**config.mk**
```make
export PLATFORM = sky130hd
export DESIGN_NAME = hub75_receiver_flat
export DESIGN_NICKNAME = d
export VERILOG_FILES = /design/src/rtl/hub75_receiver_if.sv /design/src/rtl/hub75_receiver.sv /design/src/flat_wrapper.sv
export SDC_FILE = /design/constraint.sdc
export NUM_CORES = 1
export LEC_CHECK = 0
export CAP_MARGIN = 20
export CORE_UTILIZATION = 35
export DETAILED_ROUTE_END_ITERATION = 10
export HOLD_SLACK_MARGIN = 0.05
export PLACE_DENSITY = 0.64
export SLEW_MARGIN = 10
export SYNTH_ARGS = -nofsm -noshare
export SYNTH_HDL_FRONTEND = slang
export SYNTH_SLANG_ARGS = --single-unit
```
**constraint.sdc**
```tcl
create_clock -name clk -period 2.8 [get_ports clk]
set_clock_uncertainty 0.2 [all_clocks]
set_input_delay 0.28 -clock clk [delete_from_list [all_inputs] [get_ports clk]]
set_output_delay 0.28 -clock clk [all_outputs]
set_load 0.05 [all_outputs]
```
**src/rtl/hub75_receiver_if.sv**
```systemverilog
// Bundle of the HUB75 panel pins entering the receiver and the pixel/line
// event stream it produces. The master drives the pins; the receiver is the slave.
interface hub75_receiver_if #(
  parameter int COLBITS   = 6,
  parameter int ADDRBITS  = 5,
  parameter int PLANEBITS = 3,
  parameter int ONBITS    = 16
);
  logic                 led_sclk;
  logic                 led_latch;
  logic                 led_blank;
  logic [ADDRBITS-1:0]  led_addr;
  logic [2:0]           led_rgb1;
  logic [2:0]           led_rgb2;
  logic                 clr_err;

  logic                 pix_valid;
  logic [COLBITS-1:0]   pix_col;
  logic [2:0]           pix_rgb1;
  logic [2:0]           pix_rgb2;
  logic                 line_valid;
  logic [ADDRBITS-1:0]  line_row;
  logic [PLANEBITS-1:0] line_plane;
  logic [COLBITS:0]     line_cols;
  logic [ONBITS-1:0]    line_on_time;
  logic                 frame_start;
  logic                 err_overrun;

  modport master (
    output led_sclk, led_latch, led_blank, led_addr, led_rgb1, led_rgb2, clr_err,
    input  pix_valid, pix_col, pix_rgb1, pix_rgb2, line_valid, line_row,
           line_plane, line_cols, line_on_time, frame_start, err_overrun
  );

  modport slave (
    input  led_sclk, led_latch, led_blank, led_addr, led_rgb1, led_rgb2, clr_err,
    output pix_valid, pix_col, pix_rgb1, pix_rgb2, line_valid, line_row,
           line_plane, line_cols, line_on_time, frame_start, err_overrun
  );
endinterface

```
**src/rtl/hub75_receiver.sv**
```systemverilog
// HUB75 receiver: synchronizes panel pins into clk, emits one event per captured
// column and one per latch with row, bit-plane, column count and display on-time.
module hub75_receiver #(
  parameter int COLS      = 64,
  parameter int COLBITS   = 6,
  parameter int ADDRBITS  = 5,
  parameter int PLANEBITS = 3,
  parameter int ONBITS    = 16
) (
  input  logic           clk,
  input  logic           reset,
  hub75_receiver_if.slave bus
);

  localparam int               SW      = 3 + ADDRBITS + 6;
  localparam logic [COLBITS:0] COL_LIM = (COLBITS + 1)'(COLS);

  function automatic logic [ONBITS-1:0] sat_inc_on(input logic [ONBITS-1:0] v);
    return (&v) ? v : v + 1'b1;
  endfunction

  function automatic logic [PLANEBITS-1:0] sat_inc_plane(input logic [PLANEBITS-1:0] v);
    return (&v) ? v : v + 1'b1;
  endfunction

  logic [SW-1:0] pins;
  logic [SW-1:0] syn_p0_q, syn_p1_q;
  logic [1:0]    hist_p2_q;

  assign pins = {bus.led_sclk, bus.led_latch, bus.led_blank, bus.led_addr,
                 bus.led_rgb1, bus.led_rgb2};

  // p0/p1: two-flop synchronizer for every pin; p2: strobe history for edges
  always_ff @(posedge clk or negedge reset) begin
    if (!reset) begin
      syn_p0_q  <= '0;
      syn_p1_q  <= '0;
      hist_p2_q <= '0;
    end else begin
      syn_p0_q  <= pins;
      syn_p1_q  <= syn_p0_q;
      hist_p2_q <= syn_p1_q[SW-1 -: 2];
    end
  end

  logic                sclk_rise, latch_rise, blank_s;
  logic [ADDRBITS-1:0] addr_s;
  logic [2:0]          rgb1_s, rgb2_s;

  assign sclk_rise  = syn_p1_q[SW-1] & ~hist_p2_q[1];
  assign latch_rise = syn_p1_q[SW-2] & ~hist_p2_q[0];
  assign blank_s    = syn_p1_q[SW-3];
  assign addr_s     = syn_p1_q[6 +: ADDRBITS];
  assign rgb1_s     = syn_p1_q[5:3];
  assign rgb2_s     = syn_p1_q[2:0];

  logic [COLBITS:0]     col_q, col_d;
  logic [ONBITS-1:0]    on_q, on_d;
  logic [ADDRBITS-1:0]  last_row_q, last_row_d;
  logic                 last_vld_q, last_vld_d;
  logic                 err_q, err_d;
  logic                 pix_valid_q, pix_valid_d;
  logic [COLBITS-1:0]   pix_col_q, pix_col_d;
  logic [2:0]           pix_rgb1_q, pix_rgb1_d, pix_rgb2_q, pix_rgb2_d;
  logic                 line_valid_q, line_valid_d;
  logic [ADDRBITS-1:0]  line_row_q, line_row_d;
  logic [PLANEBITS-1:0] line_plane_q, line_plane_d;
  logic [COLBITS:0]     line_cols_q, line_cols_d;
  logic [ONBITS-1:0]    line_on_q, line_on_d;
  logic                 frame_start_q, frame_start_d;

  logic                 col_cap, overrun;
  logic [COLBITS:0]     col_after;
  logic [PLANEBITS-1:0] plane_n;

  always_comb begin
    col_cap       = sclk_rise && (col_q < COL_LIM);
    overrun       = sclk_rise && !col_cap;
    col_after     = col_q + {{COLBITS{1'b0}}, col_cap};
    plane_n       = '0;

    col_d         = col_after;
    on_d          = blank_s ? on_q : sat_inc_on(on_q);
    last_row_d    = last_row_q;
    last_vld_d    = last_vld_q;
    err_d         = (err_q & ~bus.clr_err) | overrun;
    pix_valid_d   = col_cap;
    pix_col_d     = pix_col_q;
    pix_rgb1_d    = pix_rgb1_q;
    pix_rgb2_d    = pix_rgb2_q;
    line_valid_d  = 1'b0;
    line_row_d    = line_row_q;
    line_plane_d  = line_plane_q;
    line_cols_d   = line_cols_q;
    line_on_d     = line_on_q;
    frame_start_d = 1'b0;

    if (col_cap) begin
      pix_col_d  = col_q[COLBITS-1:0];
      pix_rgb1_d = rgb1_s;
      pix_rgb2_d = rgb2_s;
    end

    // A coincident pixel is already counted in col_after, so the line includes it
    if (latch_rise) begin
      if (last_vld_q && (addr_s == last_row_q))
        plane_n = sat_inc_plane(line_plane_q);
      line_valid_d  = 1'b1;
      line_row_d    = addr_s;
      line_plane_d  = plane_n;
      line_cols_d   = col_after;
      line_on_d     = on_q;
      col_d         = '0;
      on_d          = '0;
      last_row_d    = addr_s;
      last_vld_d    = 1'b1;
      frame_start_d = (addr_s == '0) && (plane_n == '0) &&
                      (!last_vld_q || (last_row_q != '0));
    end
  end

  // Output/event registers: one clk after edge detection
  always_ff @(posedge clk or negedge reset) begin
    if (!reset) begin
      col_q         <= '0;
      on_q          <= '0;
      last_row_q    <= '0;
      last_vld_q    <= 1'b0;
      err_q         <= 1'b0;
      pix_valid_q   <= 1'b0;
      pix_col_q     <= '0;
      pix_rgb1_q    <= '0;
      pix_rgb2_q    <= '0;
      line_valid_q  <= 1'b0;
      line_row_q    <= '0;
      line_plane_q  <= '0;
      line_cols_q   <= '0;
      line_on_q     <= '0;
      frame_start_q <= 1'b0;
    end else begin
      col_q         <= col_d;
      on_q          <= on_d;
      last_row_q    <= last_row_d;
      last_vld_q    <= last_vld_d;
      err_q         <= err_d;
      pix_valid_q   <= pix_valid_d;
      pix_col_q     <= pix_col_d;
      pix_rgb1_q    <= pix_rgb1_d;
      pix_rgb2_q    <= pix_rgb2_d;
      line_valid_q  <= line_valid_d;
      line_row_q    <= line_row_d;
      line_plane_q  <= line_plane_d;
      line_cols_q   <= line_cols_d;
      line_on_q     <= line_on_d;
      frame_start_q <= frame_start_d;
    end
  end

  assign bus.pix_valid    = pix_valid_q;
  assign bus.pix_col      = pix_col_q;
  assign bus.pix_rgb1     = pix_rgb1_q;
  assign bus.pix_rgb2     = pix_rgb2_q;
  assign bus.line_valid   = line_valid_q;
  assign bus.line_row     = line_row_q;
  assign bus.line_plane   = line_plane_q;
  assign bus.line_cols    = line_cols_q;
  assign bus.line_on_time = line_on_q;
  assign bus.frame_start  = frame_start_q;
  assign bus.err_overrun  = err_q;

endmodule
```
**src/flat_wrapper.sv**
```systemverilog
// flat-port wrapper written by rule: the top's interface ports become plain ports
module hub75_receiver_flat 
#(
  parameter int COLS      = 64,
  parameter int COLBITS   = 6,
  parameter int ADDRBITS  = 5,
  parameter int PLANEBITS = 3,
  parameter int ONBITS    = 16
)
  (clk, reset, bus_led_sclk, bus_led_latch, bus_led_blank, bus_led_addr, bus_led_rgb1, bus_led_rgb2, bus_clr_err, bus_pix_valid, bus_pix_col, bus_pix_rgb1, bus_pix_rgb2, bus_line_valid, bus_line_row, bus_line_plane, bus_line_cols, bus_line_on_time, bus_frame_start, bus_err_overrun);
  hub75_receiver_if #(.COLBITS(COLBITS), .ADDRBITS(ADDRBITS), .PLANEBITS(PLANEBITS), .ONBITS(ONBITS)) bus_i ();
  input  logic clk;
  input  logic reset;
  input wire logic [$bits(bus_i.led_sclk)-1:0] bus_led_sclk;
  input wire logic [$bits(bus_i.led_latch)-1:0] bus_led_latch;
  input wire logic [$bits(bus_i.led_blank)-1:0] bus_led_blank;
  input wire logic [$bits(bus_i.led_addr)-1:0] bus_led_addr;
  input wire logic [$bits(bus_i.led_rgb1)-1:0] bus_led_rgb1;
  input wire logic [$bits(bus_i.led_rgb2)-1:0] bus_led_rgb2;
  input wire logic [$bits(bus_i.clr_err)-1:0] bus_clr_err;
  output wire logic [$bits(bus_i.pix_valid)-1:0] bus_pix_valid;
  output wire logic [$bits(bus_i.pix_col)-1:0] bus_pix_col;
  output wire logic [$bits(bus_i.pix_rgb1)-1:0] bus_pix_rgb1;
  output wire logic [$bits(bus_i.pix_rgb2)-1:0] bus_pix_rgb2;
  output wire logic [$bits(bus_i.line_valid)-1:0] bus_line_valid;
  output wire logic [$bits(bus_i.line_row)-1:0] bus_line_row;
  output wire logic [$bits(bus_i.line_plane)-1:0] bus_line_plane;
  output wire logic [$bits(bus_i.line_cols)-1:0] bus_line_cols;
  output wire logic [$bits(bus_i.line_on_time)-1:0] bus_line_on_time;
  output wire logic [$bits(bus_i.frame_start)-1:0] bus_frame_start;
  output wire logic [$bits(bus_i.err_overrun)-1:0] bus_err_overrun;
  assign bus_i.led_sclk = bus_led_sclk;
  assign bus_i.led_latch = bus_led_latch;
  assign bus_i.led_blank = bus_led_blank;
  assign bus_i.led_addr = bus_led_addr;
  assign bus_i.led_rgb1 = bus_led_rgb1;
  assign bus_i.led_rgb2 = bus_led_rgb2;
  assign bus_i.clr_err = bus_clr_err;
  assign bus_pix_valid = bus_i.pix_valid;
  assign bus_pix_col = bus_i.pix_col;
  assign bus_pix_rgb1 = bus_i.pix_rgb1;
  assign bus_pix_rgb2 = bus_i.pix_rgb2;
  assign bus_line_valid = bus_i.line_valid;
  assign bus_line_row = bus_i.line_row;
  assign bus_line_plane = bus_i.line_plane;
  assign bus_line_cols = bus_i.line_cols;
  assign bus_line_on_time = bus_i.line_on_time;
  assign bus_frame_start = bus_i.frame_start;
  assign bus_err_overrun = bus_i.err_overrun;
  hub75_receiver #(.COLS(COLS), .COLBITS(COLBITS), .ADDRBITS(ADDRBITS), .PLANEBITS(PLANEBITS), .ONBITS(ONBITS)) u_core (.clk(clk), .reset(reset), .bus(bus_i));
endmodule
```
==> flow_summary_export.csv <==
group,metric,value,unit
worst_setup_path,crit_family,"buffers and inverters",
pwr,powerDensity,645.9,mW/mm²
clock_tree,cts_root_buf,"clkbuf_8",
routing,drt_iter0_drc,97,
global_routing,grt_pass1_wl,12.41,mm
clock_tree,post_cts_buffers,0,
timing,fin_crit,2.112,ns
floorplan,die_height,107.1,µm
floorplan,io_pins,64,
worst_setup_path,required,2.32,ns
synth,syn_avg_cell_area,11.48,µm²
worst_setup_path,crit_arrival,1.63,ns
routing,firstDrtPassIters,4,
status,outcome,"finished clean",
pwr,p_sw_share,28.76,%
synth,ys_dominant_reg_cell,"dfrtp_1",
floorplan,fp-row-count,38,
timing,setup_viol,0,
pwr,pwr-share-seq,51.7,%
timing,relSlewSlack,53.09,%
floorplan,die-area,0.01148,mm²
clock_tree,clock_sinks,101,
global_routing,grt_pass1_vias,2621,
worst_setup_path,ff2ff_path_depth,4,
worst_setup_path,cp_slowest_cell,"clkdlybuf4s50_1",
min_path,hp-class,"primary input to flip-flop",
timing,worst_slew_pin_slew,0.7037,ns
synth,syn-num-nets,358,
floorplan,start_util,35.85,%
clock_tree,cts_buffers,9,
routing,drc,0,
worst_setup_path,criticalPathCategory,"flip-flop to output pin",
routing,ant_nets,0,
worst_setup_path,timing.rr.start,"u_core.on_q[6]",
pwr,power_leakage,2.200,nW
place,dpl_cell_area,0.004677,mm²
timing,timing.hold.ws,0.1517,ns
global_routing,top_usage_layer,"met2",
pwr,ir_drop,0.3836,mV
floorplan,die_x,107.1,µm
synth,synth_top_area_cell,"dfrtp_1",
routing,wire_per_inst,13.37,µm
synth,seq_area_frac_synth,65.33,%
min_path,min_from,"bus_led_rgb1[1]",
clock_tree,cts_tree,"yes",
worst_setup_path,startpoint_type,"flip-flop",
layout,drive_above_1_share,10.05,%
global_routing,grt_overflow,0,
global_routing,grt_use_met3,2.614,%
min_path,hold_depth,1,
synth,netlist_area,0.003869,mm²
layout,nNetsFinal,425,
place,post-place-cells,532,
synth,yosys-top-cells-area,"dfrtp_1 65%, nand2_1 8.9%, mux2_2 3.5%",
synth,yosys_register_bits,101,
job,maxCapViolCount,0,
clock_tree,htreeDepth,3,
layout,diodes,0,
place,place_hpwl,4.739,mm
timing,hold_violations,0,
global_routing,grt_use_total,13.76,%
worst_setup_path,path_max_fanout,4,
global_routing,grt_max_degree,63,
clock_tree,clk_latency,0.36,ns
timing,tns,0,ns
synth,async_reset_ff_share,100.0,%
global_routing,use_met1,18.31,%
synth,synth.top_cell.area_share,65.33,%
routing,routed_wl,7.328,mm
global_routing,antenna_found_initial,0,
worst_setup_path,r2r_end,"u_core.on_q[15]",
synth,yosysMostFrequentCell,"dfrtp_1",
pwr,power_switching,0.0009101,W
place,post-place-ws,0.7013,ns
clock_tree,cts_buffer_depth,2,
clock_tree,cts_hold_buffers,1,
pwr,p_int,0.002254,W
worst_setup_path,crit_buf_inv,1,
worst_setup_path,end_kind,"output pin",
timing,rsz0062_at_grt,"no",
layout,syn2layout_area_growth,26.62,%
synth,synth_common_cells,"101 x dfrtp_1, 92 x nand2_1, 12 x mux2_2, 11 x nor2_1, 10 x o21ai_0",
synth,synth_cells,337,
worst_setup_path,max_stage_delay,0.84,ns
clock_tree,postCtsResizedCells,0,
synth,yosysUniqueCellTypes,35,
timing,layout_setup_ws,0.6884,ns
pwr,p_clk_share,31.2,%
synth,synth-edff-count,0,
synth,yosys_warnings,0,
place,place.gp.congestion,0.7705,
timing,drv_slew,0,
pwr,combPwrFrac,17.0,%
layout,final_area,0.004898,mm²
worst_setup_path,worstPathCellList,"clkdlybuf4s50_1",
routing,viasPerCell,4.796,
routing,num_vias,2628,
worst_setup_path,r2r_setup_slack,0.70,ns
min_path,whs_endpoint,"u_core.syn_p0_q[4]",
clock_tree,cts.reportedPaths.clkPinSlew,0.09,ns
layout,final-instance-count-excl-fill,548,
place,port_buffers,63,
global_routing,grtUsageMet2,21.61,%
timing,finalCritPeriodShare,75.42,%
floorplan,core,0.01079,mm²
timing,max_freq,473.6,MHz
-- routing by layer --
| layer | wire length (µm) | share of wire [%] | vias to the layer above |
|---|---|---|---|
| li1 | - | - | 1273 |
| met1 | 3554 | 48 | 1285 |
| met2 | 3351 | 46 | 59 |
| met3 | 276 | 3.8 | 11 |
| met4 | 145 | 2.0 | 0 |
| met5 | 0 | 0 | - |
-- power by group through the flow --
stage | logic (W) | registers [W] | clock network [W]
floorplan | 0.000137 | 0.00185 | 0
global placement | 0.000540 | 0.00166 | 0
detailed placement | 0.000546 | 0.00167 | 0
CTS | 0.000548 | 0.00164 | 0.00103
global route | 0.000577 | 0.00165 | 0.00107
finish | 0.000539 | 0.00164 | 0.000988
-- layout by cell type (no fill, tap or decap), drive strengths merged, types with 5 or more instances in the layout --
cell type      Yosys  routed
nor2              11      11
nand2b             9       9
dfrtp            101     101
mux2i              8       8
nor4               5       5
nor3               5       5
or4                5       5
mux2              12      12
xor2               7       7
nand3              7       7
nand2             92      92
o21ai             10      10
clkbuf             7      10
clkdlybuf4s50      0      62
a211oi             8       8
buf                5       5
a21oi              8       8
inv                4       5
-- flip-flops by register name, indices dropped and copies added, names as in the netlist --
register and count:
u_core.bus.err_overrun 1, u_core.bus.frame_start 1, u_core.bus.line_cols 7, u_core.bus.line_on_time 16, u_core.bus.line_plane 3, u_core.bus.line_valid 1
u_core.bus.pix_col 6, u_core.bus.pix_rgb1 3, u_core.bus.pix_rgb2 3, u_core.bus.pix_valid 1, u_core.col_q 7, u_core.hist_p2_q 2
u_core.last_row_q 5, u_core.last_vld_q 1, u_core.on_q 16, u_core.syn_p0_q 14, u_core.syn_p1_q 14
-- cell type report --
cell class / instances / area (µm²)
inverter: 4 / 15.01
tap: 140 / 175.2
clock buffer: 10 / 127.6
fill: 1034 / 5894
sequential: 101 / 2527
multi-input combinational: 220 / 1289
timing repair buffer: 68 / 680.7
clock inverter: 5 / 83.83
-- through the flow --
stage	power, W	utilization (%)
after floorplan	0.001991	-
after global placement	0.002201	43.33
after detailed placement	0.002212	43.33
after CTS	0.003220	45.39
after global routing	0.003305	45.39
final	0.003164	45.39
-- cell families (layout without fill, tap and decap cells) --
| logic type | count (synthesis) | in the layout | synth area share (%) |
|---|---|---|---|
| mux | 20 | 20 | 5.563 |
| xor+xnor | 10 | 10 | 2.264 |
| fa+ha+maj | 4 | 4 | 1.294 |
| buf+inv | 16 | 87 | 1.552 |
| compound gates | 33 | 33 | 5.304 |
| flops | 101 | 101 | 65.33 |
| simple gates | 153 | 153 | 18.69 |
-- worst max path at each step --
stage                              start                      end  depth (start not counted)
floorplan                u_core.col_q[6]  u_core.bus.line_cols[6]                          7
global placement          u_core.on_q[6]          u_core.on_q[15]                          4
detailed placement        u_core.on_q[7]          u_core.on_q[15]                          4
CTS                 u_core.last_row_q[1]          bus_line_row[1]                          1
global route             u_core.col_q[6]  u_core.bus.line_cols[6]                          7
finish              u_core.last_row_q[1]          bus_line_row[1]                          1
Note: power is estimated with default switching activity, not from simulation.
